$ cat src/rtl/note_player.sv
// Note sequencer: latches a note/duration, looks up its phase step, then advances a
// 22-bit phase accumulator on sample ticks until the beat count for the note runs out.

module frequency_rom (
    input  logic        clk,
    input  logic [5:0]  addr,
    output logic [19:0] dout
);
    logic [5:0]  index;
    logic [3:0]  semitone;
    logic [2:0]  octave;
    logic [19:0] base;

    // Lowest-octave steps for a 48 kHz sample rate; higher octaves are power-of-two shifts.
    always_comb begin
        index    = addr - 6'd1;
        semitone = 4'(index % 6'd12);
        octave   = 3'(index / 6'd12);
        // NOTE: the default arm gives base a value on every path, so no latch is inferred.
        case (semitone)
            4'd0:    base = 20'd2858;
            4'd1:    base = 20'd3028;
            4'd2:    base = 20'd3208;
            4'd3:    base = 20'd3398;
            4'd4:    base = 20'd3600;
            4'd5:    base = 20'd3815;
            4'd6:    base = 20'd4041;
            4'd7:    base = 20'd4282;
            4'd8:    base = 20'd4536;
            4'd9:    base = 20'd4806;
            4'd10:   base = 20'd5092;
            4'd11:   base = 20'd5394;
            default: base = 20'd0;
        endcase
    end

    // NOTE: this register only holds a ROM read, so it carries no reset.
    always_ff @(posedge clk) begin
        dout <= (addr == 6'd0) ? 20'd0 : (base << octave);
    end
endmodule

module note_player (
    input  logic        clk,
    input  logic        reset,
    input  logic        play,
    input  logic        new_note,
    input  logic [5:0]  note,
    input  logic [5:0]  duration,
    input  logic        beat,
    input  logic        sample_ready,
    output logic        note_done,
    output logic [21:0] phase,
    output logic        active
);
    typedef enum logic [1:0] {IDLE, LOAD, PLAY, DONE} state_t;

    state_t      state;
    logic [5:0]  note_q;
    logic [5:0]  duration_q;
    logic [5:0]  remaining;
    logic [19:0] step_q;
    logic [19:0] rom_dout;
    logic [5:0]  rom_addr;
    logic        start;

    assign start = new_note && play;

    // Present the incoming note on the accepting edge so its step is ready by the end of LOAD.
    assign rom_addr = start ? note : note_q;

    frequency_rom u_rom (
        .clk  (clk),
        .addr (rom_addr),
        .dout (rom_dout)
    );

    // NOTE: all state here uses non-blocking assignments so every register sees pre-edge values.
    always_ff @(posedge clk) begin
        if (!reset) begin
            state      <= IDLE;
            note_q     <= 6'd0;
            duration_q <= 6'd0;
            remaining  <= 6'd0;
            step_q     <= 20'd0;
            phase      <= 22'd0;
            note_done  <= 1'b0;
            active     <= 1'b0;
        end else begin
            note_done <= 1'b0;
            if (start) begin
                // A new note aborts whatever is in flight, including a pending IDLE return from DONE.
                note_q     <= note;
                duration_q <= duration;
                state      <= LOAD;
                active     <= 1'b0;
            end else begin
                unique case (state)
                    IDLE: begin
                    end
                    LOAD: begin
                        if (play) begin
                            step_q    <= (note_q == 6'd0) ? 20'd0 : rom_dout;
                            remaining <= duration_q;
                            phase     <= 22'd0;
                            if (duration_q == 6'd0) begin
                                state     <= DONE;
                                note_done <= 1'b1;
                            end else begin
                                state  <= PLAY;
                                active <= (note_q != 6'd0);
                            end
                        end
                    end
                    PLAY: begin
                        if (play) begin
                            // A rest has a zero step, so its phase stays at zero.
                            if (sample_ready) begin
                                phase <= phase + {2'b00, step_q};
                            end
                            if (beat) begin
                                remaining <= remaining - 6'd1;
                                if (remaining == 6'd1) begin
                                    state     <= DONE;
                                    note_done <= 1'b1;
                                    active    <= 1'b0;
                                end
                            end
                        end
                    end
                    DONE: begin
                        state <= IDLE;
                    end
                    default: begin
                        state <= IDLE;
                    end
                endcase
            end
        end
    end
endmodule

$ cat config.mk
export PLATFORM = sky130hd
export DESIGN_NAME = note_player
export DESIGN_NICKNAME = d
export VERILOG_FILES = /design/src/rtl/note_player.sv
export SDC_FILE = /design/constraint.sdc
export NUM_CORES = 1
export LEC_CHECK = 0
export BUFFER_PORTS_ARGS = -buffer_cell sky130_fd_sc_hd__buf_2
export CORE_UTILIZATION = 60
export CTS_BUF_LIST = sky130_fd_sc_hd__clkbuf_4
export DETAILED_ROUTE_END_ITERATION = 7
export PLACE_DENSITY = 0.91
export SETUP_SLACK_MARGIN = 0.5
export SLEW_MARGIN = 20
export SYNTH_ARGS = -nofsm -noshare
export SYNTH_HDL_FRONTEND = slang
export SYNTH_SLANG_ARGS = --single-unit
$ cat constraint.sdc
create_clock -name clk -period 7.1 [get_ports clk]
set_input_delay 1.065 -clock clk [delete_from_list [all_inputs] [get_ports clk]]
set_output_delay 1.065 -clock clk [all_outputs]
set_load 0.02 [all_outputs]
-- Word-level counts from Yosys, hierarchy flattened
Memory sizes are Yosys's and may differ from the RTL's.
Index checks and enable logic that the tools add are counted.
- add/sub/neg operators: 3
- div/mod/pow operators: 2
- eq/ne operators: 14
- shift operators: 1
- multiplexer cells: 29
- bitwise logic cells: 2
- reductions and logical operators: 15
- operators by type and width (cell ; number):
    2-to-1 mux 22 bit ; 3
    one-hot mux 22 bit (2 select lines) ; 1
    2-to-1 mux 6 bit ; 4
    adder 22 x 20 -> 22 bit ; 1
    2-to-1 mux 20 bit ; 1
    AND reduction 5 bit ; 4
    left shift 20 x 3 -> 20 bit ; 1
    zero test 6 bit ; 3
    2-to-1 mux 1 bit ; 12
    != test 2 bit (second input constant) ; 6
    != test 3 bit (second input constant) ; 4
    one-hot mux 6 bit (2 select lines) ; 1
    subtractor 6 x 1 -> 6 bit (second input constant) ; 2
    2-to-1 mux 2 bit ; 4
    divider 6 x 4 -> 6 bit (second input constant) ; 1
    == test 6 x 1 -> 1 bit (second input constant) ; 1
    modulo 6 x 4 -> 6 bit (second input constant) ; 1
    one-hot mux 2 bit (3 select lines) ; 1
    AND reduction 6 bit ; 1
    nonzero test 6 bit ; 1
    == test 2 bit (second input constant) ; 2
    one-hot mux 1 bit (2 select lines) ; 2
    nonzero test 4 bit ; 1
    AND reduction 3 bit ; 1
    other kinds (6) ; 7
- register bits after elaboration: 84
- memory bits (read-only): 208
- bits of input ports: 18
- word-level logic and storage cells: 77
- memories kept: 1
- memories (memory ; words ; width ; read ports ; clocked after memory_dff ; wr ports ; line ; text):
    (name not given) ; 16 ; 13 ; 1 ; 0 ; 0 ; 20 ; case (semitone)

-- Longest topological paths before layout
Gate-level depths: netlist of the first run.
- depth in word-level cells: 6
- depth in mapped cells: 29
- depth with buffers taken out: 23

-- Modules after synthesis
From an unflattened synthesis of the first run, not the netlist that was laid out.
- cell total of the unflattened synthesis: 719
- area, all modules: 5655.4 µm²
- modules (own cells, without submodules) (module ; times used ; cells each ; area each (µm²) ; sequential area each (µm²)):
    note_player ; 1 ; 454 ; 3619.7 ; 1281.2
    frequency_rom ; 1 ; 265 ; 2035.7 ; 400.4

-- Worst setup path after synthesis of the first run
OpenSTA, ideal clock, no wires.
- kind: input port to flip-flop
- start point: input port play
- end point: register u_rom.dout[10]
- library setup time: 121 ps
- arrival: 6254 ps
- data required time: 6979 ps
- setup slack: 726 ps
- stages on the path: 26
- path through: buf_6 clkbuf_1 and2_1 clkbuf_1 mux2i_1 ha_1 inv_1 a21o_1 or4b_1 nand2_1 ha_1 and4b_1 a21oi_2 or2_1 buf_6 inv_4 buf_6 ha_1 nor3b_2 or2_2 buf_2 buf_2 o221ai_1 o31ai_1 o22ai_1 mux2_2
- longest elaborated chain between the ends: 6
- elaborated cells between the ends (all ways): 8
- ends and longest elaborated chain (item ; line ; text):
    start, declared ; 46 ; input logic play,
    logical AND 1 bit (*) ; 67 ; assign start = new_note && play;
    2-to-1 mux 6 bit (*) ; -- ;
    subtractor 6 x 1 -> 6 bit ; 16 ; index = addr - 6'd1;
    modulo 6 x 4 -> 6 bit ; 17 ; semitone = 4'(index % 6'd12);
    memory read (16 x 13 bit) ; -- ;
    left shift 20 x 3 -> 20 bit ; 39 ; dout <= (addr == 6'd0) ? 20'd0 : (base << octave);
    end signal, assigned ; 39 ;
    end, declared ; 7 ; output logic [19:0] dout
Every way passes the cells marked *; elsewhere a longest branch is shown, timed or not.
A chain may end at the register's enable or synchronous reset.

-- Final worst setup path of the first run
- start point: input port play
- end point: register u_rom.dout[10]
- longest elaborated chain between the ends: 6
- elaborated cells between the ends (all ways): 8
- ends and longest elaborated chain (item ; line ; text):
    logical AND 1 bit (*) ; 67 ;
    2-to-1 mux 6 bit (*) ; -- ;
    via rom_addr[0] ; 64 ; logic [5:0] rom_addr;
    subtractor 6 x 1 -> 6 bit ; 16 ;
    modulo 6 x 4 -> 6 bit ; 17 ;
    memory read (16 x 13 bit) ; -- ;
    left shift 20 x 3 -> 20 bit ; 39 ;
The timed path passes the listed nets; every way through them passes the cells marked *.

==> flow_summary.json, run 1 <==
{
  "yosysSeqAreaShare_pct": 30.63,
  "cts_buffer_depth": 2,
  "p_seq_share_pct": 37.0,
  "worst-path-buf-inv": 4,
  "outcome": "complete, but fails checks",
  "grt_pass1_vias": 4797,
  "synth-seq-cells": 84,
  "io_pins": 42,
  "die_h_um": 97.66,
  "die-area_um2": 9537,
  "relSlewSlack_pct": 28.04,
  "worstMarginPinSlew_ps": 1068,
  "rows": 34,
  "vias": 5139,
  "drc": 4,
  "path_clk_slew_ps": 170,
  "synth-async-reset-ratio_pct": 0,
  "rr_startpoint": "note_q[0]",
  "wirelength_mm": 13.25,
  "crit_type": "in2reg",
  "swShare_pct": 41.24,
  "timing.hold.ws_ps": 456.6,
  "grt_first_pass_wirelength_mm": 22.17,
  "worst_path_largest_cell_delay_ps": 460,
  "diodes": 0,
  "syn_avg_cell_area_um2": 8.122,
  "path_depth": 23,
  "clock_latency_ps": 450,
  "gp_congestion": 0.9655,
  "synth_edf_count": 0,
  "crit_top_cell": "ha_1",
  "synth.cell_area_um2": 5490,
  "highest_layer": "met4",
  "hpwl_mm": 9.516,
  "setup_viol": 0,
  "grt_antenna_before_repair": 0,
  "globalRouteTotalUtil_pct": 28.18,
  "nets": 752,
  "clockRootBuffer": "clkbuf_4",
  "yosys-top-cells-area": "dfxtp_1, ha_1, nand2_1, a21boi_0, nor2b_1",
  "cts_buffers": 9,
  "core_um2": 8806,
  "cp_cell_sequence": "buf_2, and2_2, nand2_1, nand2_1, clkinv_1, ha_1, inv_1, a21o_1, xnor2_1, ha_1, nor3_1, nand4_1, and4b_1, a21oi_2, or2_1, inv_4, ha_1, a211oi_2, nor2_1, and4_1, o31ai_1, o22ai_1, mux2_2",
  "grt_max_degree": 61,
  "netlist.area_leader.share_pct": 30.63,
  "initial_core_util_pct": 62.35,
  "drive_gt1_share_pct": 11.98,
  "startpoint": "play",
  "p_switching_uw": 608.3,
  "cts_tree": "done",
  "critPathCaptureType": "flip-flop",
  "cap_violations": 0,
  "yosysTopAreaCell": "dfxtp_1",
  "hold-path-cell-count": 2,
  "drtIter0Drc": 437,
  "start_kind": "input pin",
  "post-route-min-period_ps": 6218,
  "irDropWorstVdd_uv": 190.6,
  "cts_sinks": 84,
  "syn_nets": 732,
  "pwr-share-clk_pct": 20.0,
  "reg2regPathDepth": 21,
  "fmax_mhz": 160.8,
  "synthFlopType": "dfxtp_1",
  "hold_viol": 0,
  "post_cts_buffers": 0,
  "cp_max_fo": 18,
  "cp_slowest_cell": "a211oi_2",
  "cellLeakagePower_uw": 0.002438,
  "wl_per_cell_um": 16.38,
  "rsz0062_at_grt": "false",
  "crit_required_ps": 7430,
  "die_x_um": 97.66,
  "violations": "DRC",
  "internal_power_uw": 866.8,
  "area_growth_pct": 6.655,
  "post-route-period-util_pct": 87.58,
  "r2r_slack_ps": 1720,
  "maxSlewViolCount": 0,
  "route.met2.wl_mm": 6.377,
  "dr.pass1.iters": 7,
  "ys_types": 78,
  "io_buffers": 41,
  "finalClockSkew_ps": 34.38,
  "min_path_type": "reg2reg",
  "crit_end": "u_rom.dout[10]",
  "timing.rr.end": "u_rom.dout[10]",
  "syn_inst": 676,
  "powerDensity_nw_per_um2": 251.9,
  "grt-ovfl-total": 0,
  "p_comb_share_pct": 43.0,
  "avgViaCountPerCell": 6.352,
  "met3_length_um": 831,
  "final.setup.tns_ps": 0,
  "cp.arrival_ps": 6550,
  "yosysWarnings": 0,
  "drt-met1-wl_mm": 5.731,
  "htreeDepth": 3,
  "path_delay_family": "simple AND/OR/NAND/NOR gates",
  "drtAntennaViolNets": 0
}
-- layout make-up --
cell class	instances	area [um^2]
Multi-Input combinational cell	532	3557
Tap cell	108	135.1
Clock buffer	9	67.56
Sequential cell	84	1682
Timing Repair Buffer	46	242.7
Inverter	23	88.84
Clock inverter	7	82.58
Fill cell	698	2950
-- synthesized netlist by cell type, drive strengths merged, types with 6 or more instances --
library cell,n
mux2i,7
a22oi,20
xor2,7
a21o,14
nor3,14
a21boi,33
ha,37
a31oi,6
nand2,73
o21ai,25
xnor2,15
and3,7
o31ai,6
buf,7
dfxtp,84
o211ai,6
a211oi,7
nor2b,33
inv,21
nand2b,6
nor2,53
and2,9
o22ai,8
clkbuf,30
a21oi,31
nand3,32
-- layer usage --
| layer | up-vias | track usage (%) |
|---|---|---|
| met1 | 2399 | 35.92 |
| li1 | 2493 | - |
| met2 | 213 | 48.06 |
| met5 | - | 0 |
| met4 | 0 | 10.26 |
| met3 | 34 | 4.317 |
-- power groups by stage --
stage | clock network, uW | registers (uW) | logic, uW
after CTS | 299 | 544 | 611
after floorplan | 0 | 547 | 494
final | 295 | 546 | 634
after global placement | 0 | 553 | 591
after detailed placement | 0 | 553 | 604
after global routing | 316 | 551 | 687
-- per-stage QoR --
stage | util, % | area [um^2] | worst slack (ps) | power (uW) | instances
floorplan | - | 5490 | 725.7 | 1041 | 676
global placement | 64.75 | 5702 | 745.4 | 1144 | 793
detailed placement | 64.75 | 5702 | 468.5 | 1157 | 793
CTS | 66.45 | 5852 | 930.7 | 1455 | 809
global route | 66.50 | 5856 | 508.1 | 1553 | 809
finish | 66.50 | 5856 | 881.5 | 1475 | 809
-- cell usage in the layout (no fill, tap or decap), types with 6 or more instances in the layout --
| master | instances |
|---|---|
| dfxtp_1 | 84 |
| nand2_1 | 72 |
| nor2_1 | 52 |
| buf_2 | 41 |
| ha_1 | 37 |
| a21boi_0 | 33 |
| nor2b_1 | 33 |
| nand3_1 | 32 |
| a21oi_1 | 30 |
| o21ai_0 | 24 |
| inv_1 | 20 |
| a22oi_1 | 20 |
| xnor2_1 | 15 |
| a21o_1 | 14 |
| nor3_1 | 13 |
| clkbuf_4 | 9 |
| and2_1 | 8 |
| and3_1 | 7 |
| xor2_1 | 7 |
| mux2i_1 | 7 |
| o22ai_1 | 7 |
| o211ai_1 | 6 |
| nand2b_1 | 6 |
| o31ai_1 | 6 |
| a31oi_1 | 6 |
-- worst min-delay path by stage --
stage,to,from
after floorplan,step_q[10],u_rom.dout[10]
after global placement,step_q[16],u_rom.dout[16]
after detailed placement,step_q[14],u_rom.dout[14]
after CTS,step_q[9],u_rom.dout[9]
after global routing,step_q[5],u_rom.dout[5]
final,step_q[9],u_rom.dout[9]
-- cells by family (layout without fill, tap and decap cells) --
logic type / after synthesis / count (layout) / synth area share (%)
buf+inv: 60 / 85 / 4.740
flops: 84 / 84 / 30.63
fa+ha+maj: 38 / 38 / 8.797
compound gates: 207 / 207 / 27.12
mux: 11 / 11 / 2.097
simple gates: 253 / 253 / 22.70
xor+xnor: 23 / 23 / 3.920
-- tightest hold or removal path, stage by stage, from the launching register on --
cell and delay, ps:
dfxtp_1 330, nand3_1 50, a21boi_0 70
-- flip-flops by register name, indices dropped and copies added, names as in the netlist --
signal and count:
remaining 6, note_q 6, active 1, u_rom.dout 20, note_done 1, duration_q 6
step_q 20, phase 22, state 2
-- what timing repair did --
action                                 4_1_cts  5_1_grt
resized for setup                            0        1
hold buffers                                 0        0
endpoints found under the hold margin        0        0
setup endpoints to repair                    0        9
No activity file was read; power rests on OpenSTA's default activity.
==> inputs of run 2 (changes only) <==
--- a/config.mk
+++ b/config.mk
@@ -6,10 +6,10 @@
 export NUM_CORES = 1
 export LEC_CHECK = 0
 export BUFFER_PORTS_ARGS = -buffer_cell sky130_fd_sc_hd__buf_2
-export CORE_UTILIZATION = 60
+export CORE_UTILIZATION = 55
 export CTS_BUF_LIST = sky130_fd_sc_hd__clkbuf_4
 export DETAILED_ROUTE_END_ITERATION = 7
-export PLACE_DENSITY = 0.91
+export PLACE_DENSITY = 0.85
 export SETUP_SLACK_MARGIN = 0.5
 export SLEW_MARGIN = 20
 export SYNTH_ARGS = -nofsm -noshare
==> run 2 against run 1 <==
Effect of this change:
- critical path depth did not move
- critical endpoint unchanged
- utilization fell by 5.6 points
- global-route usage fell by 2.2 points
- setup slack improved by 150 ps
- maximum frequency rose by 2.5%
- the run now ends clean
- first-iteration DRC count fell by 27%
- sequential cell count did not move
==> flow_summary.json, run 2 (synthesized netlist as in run 1, its figures left out) <==
{
  "outcome": "finished, final reports clean",
  "area_growth_pct": 7.931,
  "fill_cells": 849,
  "wl_per_cell_um": 15.46,
  "dr.pass1.iters": 5,
  "final.setup.tns_ps": 0,
  "grt_first_pass_wirelength_mm": 21.52,
  "die_h_um": 101.9,
  "fmax_mhz": 164.8,
  "io_pins": 42,
  "path_clk_slew_ps": 140,
  "hpwl_mm": 9.470,
  "io_buffers": 41,
  "crit_required_ps": 7430,
  "diodes": 0,
  "placed_cell_area_um2": 5741,
  "min_path_type": "reg2reg",
  "maxSlewViolCount": 0,
  "cp.arrival_ps": 6400,
  "vias": 5075,
  "drc": 0,
  "die-area_um2": 10390,
  "cellLeakagePower_uw": 0.002456,
  "cts_buffers": 9,
  "wirelength_mm": 12.91,
  "clock_latency_ps": 440,
  "top_regs": "phase (22), step_q (20), u_rom.dout (20)",
  "htreeDepth": 3,
  "grt_pass1_vias": 4590,
  "layout_commonest_cell": "dfxtp_1",
  "cts_sinks": 84,
  "grt_max_degree": 61,
  "cts_hold_buf": 0,
  "final_area_um2": 5926,
  "irDropWorstVdd_uv": 148.1,
  "core_um2": 9729,
  "gp_congestion": 0.9401,
  "finalClockSkew_ps": 14.30,
  "cap_violations": 0,
  "rows": 36,
  "critPathCaptureType": "flip-flop",
  "globalRouteTotalUtil_pct": 25.96,
  "rsz0062_at_grt": "false",
  "top_register": "phase",
  "place_inst": 819,
  "initial_core_util_pct": 56.43,
  "cts_tree": "done",
  "powerDensity_nw_per_um2": 251.9,
  "hold_viol": 0,
  "relSlewSlack_pct": 46.31,
  "instances_no_fill": 835,
  "setup_viol": 0,
  "drtIter0Drc": 321,
  "post-route-min-period_ps": 6069,
  "start_kind": "input pin",
  "largest_register_ffs": 22,
  "cp_max_fo": 18,
  "drtAntennaViolNets": 0,
  "layout_common_cells": "dfxtp_1, nand2_1, nor2_1, buf_2, ha_1",
  "worstMarginPinSlew_ps": 805.4,
  "grt-ovfl-total": 0,
  "die_x_um": 101.9,
  "drive_gt1_share_pct": 12.11,
  "nets": 753,
  "avgViaCountPerCell": 6.078,
  "crit_type": "in2reg",
  "cts_buffer_depth": 2,
  "clockRootBuffer": "clkbuf_4",
  "post-route-period-util_pct": 85.49,
  "grt_antenna_before_repair": 0
}
[run 2: layout make-up]
class / instances / area, um^2 / area share, %
multi-input cells: 532 / 3572 / 60.28
well taps: 133 / 166.4 / 2.808
flip-flops and latches: 84 / 1682 / 28.38
clock inverters: 7 / 98.84 / 1.668
inverters: 23 / 88.84 / 1.499
clock buffers: 9 / 67.56 / 1.140
repair buffers: 47 / 250.2 / 4.223
[run 2: where the power goes]
part	switching, uW	total (uW)	leakage (uW)	internal (uW)
clock network	172	318	0.0000869	145
logic	395	632	0.00169	237
registers	21.3	543	0.000683	521
total	589	1490	0.00246	904
[run 2: per-stage QoR]
step / utilization (%) / total power, uW / hold WS, ps / setup WS (ps)
2_1_floorplan: - / 1041 / 440.1 / 725.7
3_3_place_gp: 59.00 / 1143 / 454.1 / 745.1
3_5_place_dp: 59.00 / 1155 / 453.6 / 472.7
4_1_cts: 60.71 / 1472 / 460.6 / 917.1
5_1_grt: 60.91 / 1589 / 491.8 / 565.0
6_report: 60.91 / 1493 / 455.6 / 1031
[run 2: critical path, stage by stage]
cell and delay, ps:
buf_2 240, and2_1 410, nand2_1 100, nand2_1 250, clkinv_1 140, ha_1 190
inv_1 100, a21o_1 150, xnor2_1 80, ha_1 270, nor3_1 220, nand4_1 180
and4b_1 310, a21oi_2 230, or2_1 340, inv_4 130, ha_1 280, nor3b_4 380
nor2_2 210, and4_1 260, o31ai_1 370, o22ai_1 190, mux2_2 300
[run 2: final timing paths]
check / startpoint / end / slack [ps] / cells after the start
worst min register to register: u_rom.dout[1] / step_q[1] / 460 / 2
worst max-delay path: play / u_rom.dout[10] / 1030 / 23
worst min-delay path: u_rom.dout[1] / step_q[1] / 460 / 2
worst max register to register: note_q[0] / u_rom.dout[10] / 1950 / 21
[run 2: what timing repair did]
action | CTS | global route
gates resized for setup | 0 | 3
hold endpoints to repair | 0 | 0
endpoints found under the setup margin | 0 | 7
buffers inserted | 0 | 0
[run 2: layer usage]
metal	vias up	global-route usage [%]	wire length (um)
li1	2498	-	-
met1	2380	34.12	5725
met2	168	42.83	6141
met3	29	4.583	752
met4	0	9.341	287
met5	-	0	0
==> inputs of run 3 (changes only) <==
==> constraint.sdc (replaced) <==
create_clock -name clk -period 5.65 [get_ports clk]
set_input_delay 0.8475 -clock clk [delete_from_list [all_inputs] [get_ports clk]]
set_output_delay 0.8475 -clock clk [all_outputs]
set_load 0.02 [all_outputs]
==> run 3 against run 2 <==
Effect of this change:
- routed wire length rose by 0.64%
- register-to-register slack worse by 830 ps
- die area unchanged
- clock power rose by 6%
- setup slack worse by 370 ps
==> flow_summary.json, run 3 (synthesized netlist as in run 1, its figures left out) <==
{
  "outcome": "finished, final reports clean",
  "drtIter0Drc": 251,
  "cp_slowest_cell": "o31ai_2",
  "worst_path_largest_cell_delay_ps": 350,
  "cellLeakagePower_uw": 0.002501,
  "core_um2": 9729,
  "worstMarginPinSlew_ps": 1019,
  "area_growth_pct": 10.67,
  "post-route-util_pct": 62.45,
  "worst_slack_ps": 657.8,
  "grt_pass1_vias": 4595,
  "cts_buffers": 9,
  "post-route-min-period_ps": 4992,
  "wirelength_mm": 12.99,
  "cts_hold_buf": 0,
  "cp_max_fo": 18,
  "cap_violations": 0,
  "grt-ovfl-total": 0,
  "wl_per_cell_um": 15.37,
  "relSlewSlack_pct": 31.35,
  "cts_tree": "done",
  "drive_gt1_share_pct": 15.45,
  "hpwl_mm": 9.471,
  "rows": 36,
  "drtAntennaViolNets": 0,
  "top_register": "phase",
  "min_path_type": "reg2reg",
  "layout_common_cells": "dfxtp_1, nand2_1, nor2_1, buf_2, ha_1",
  "nets": 763,
  "place_ws_ps": 192.1,
  "setup_viol": 0,
  "finalClockSkew_ps": 17.83,
  "hold_viol": 0,
  "maxSlewViolCount": 0,
  "die_x_um": 101.9,
  "powerDensity_nw_per_um2": 314.6,
  "crit_required_ps": 5950,
  "cts_sinks": 84,
  "avgViaCountPerCell": 6.076,
  "io_pins": 42,
  "start_kind": "input pin",
  "grt_antenna_before_repair": 0,
  "htreeDepth": 3,
  "dr.pass1.iters": 5,
  "final.setup.tns_ps": 0,
  "layout_commonest_cell": "dfxtp_1",
  "clockRootBuffer": "clkbuf_4",
  "post-route-period-util_pct": 88.36,
  "cts_buffer_depth": 2,
  "clock_latency_ps": 420,
  "die_h_um": 101.9,
  "diodes": 0,
  "irDropWorstVdd_uv": 187.8,
  "io_buffers": 41,
  "gp_congestion": 0.9665,
  "cp_cell_sequence": "clkbuf_4, and2_4, mux2i_4, ha_2, inv_2, a21o_1, xnor2_1, ha_1, nor3_1, nand4_1, and4b_2, and3_4, or2_1, inv_4, ha_4, a211oi_4, buf_4, o221ai_1, o311ai_2, o31ai_2, o22ai_1, mux2_2",
  "cp.arrival_ps": 5290,
  "fmax_mhz": 200.3,
  "drc": 0,
  "crit_type": "in2reg",
  "initial_core_util_pct": 56.43,
  "vias": 5134,
  "grt_max_degree": 61,
  "timing.hold.ws_ps": 467.2,
  "globalRouteTotalUtil_pct": 25.61,
  "rsz0062_at_grt": "false",
  "die-area_um2": 10390,
  "critPathCaptureType": "flip-flop",
  "grt_first_pass_wirelength_mm": 21.56,
  "path_clk_slew_ps": 130,
  "largest_register_ffs": 22,
  "top_regs": "phase (22), step_q (20), u_rom.dout (20)"
}
[run 3: critical path, delay by kind of cell]
| kind | cells | cell delay (ps) |
|---|---|---|
| fa+ha+maj | 3 | 620 |
| compound gates | 6 | 1210 |
| buf+inv | 4 | 500 |
| xor+xnor | 1 | 140 |
| mux | 2 | 560 |
| simple gates | 6 | 1390 |
[run 3: area by class of cell]
type	instances	area, um^2
multi-input cells	533	3680
fillers	844	3654
flip-flops and latches	84	1682
repair buffers	56	322.8
well taps	133	166.4
inverters	23	90.09
clock buffers	9	67.56
clock inverters	7	67.56
[run 3: per-stage QoR]
stage,power [uW],instance area [um^2],cells
after floorplan,1374,5639,676
after global placement,1498,5872,822
after detailed placement,1522,5872,822
after CTS,1859,6007,838
after global routing,2030,6076,845
final,1911,6076,845
[run 3: final timing paths]
kind | start | to | slack (ps) | depth (start not counted)
max | play | u_rom.dout[10] | 660 | 22
min | u_rom.dout[3] | step_q[3] | 470 | 2
max reg2reg | note_q[5] | u_rom.dout[10] | 1120 | 18
min reg2reg | u_rom.dout[3] | step_q[3] | 470 | 2
[run 3: repair_timing]
action / CTS / global route
gates resized for setup: 0 / 4
setup endpoints to repair: 0 / 15
buffers inserted: 0 / 6
[run 3: report_power, final]
group          total (uW)  internal, uW  switching, uW
Clock                 336           133            203
Sequential            683           655           27.5
Combinational         893           361            531
[run 3: metal layers]
metal / vias to the layer above / GRT usage [%] / wire length [um]
li1: 2515 / - / -
met1: 2397 / 33.80 / 5863
met2: 190 / 43.14 / 6130
met3: 32 / 3.694 / 707
met4: 0 / 8.242 / 287
met5: - / 0 / 0
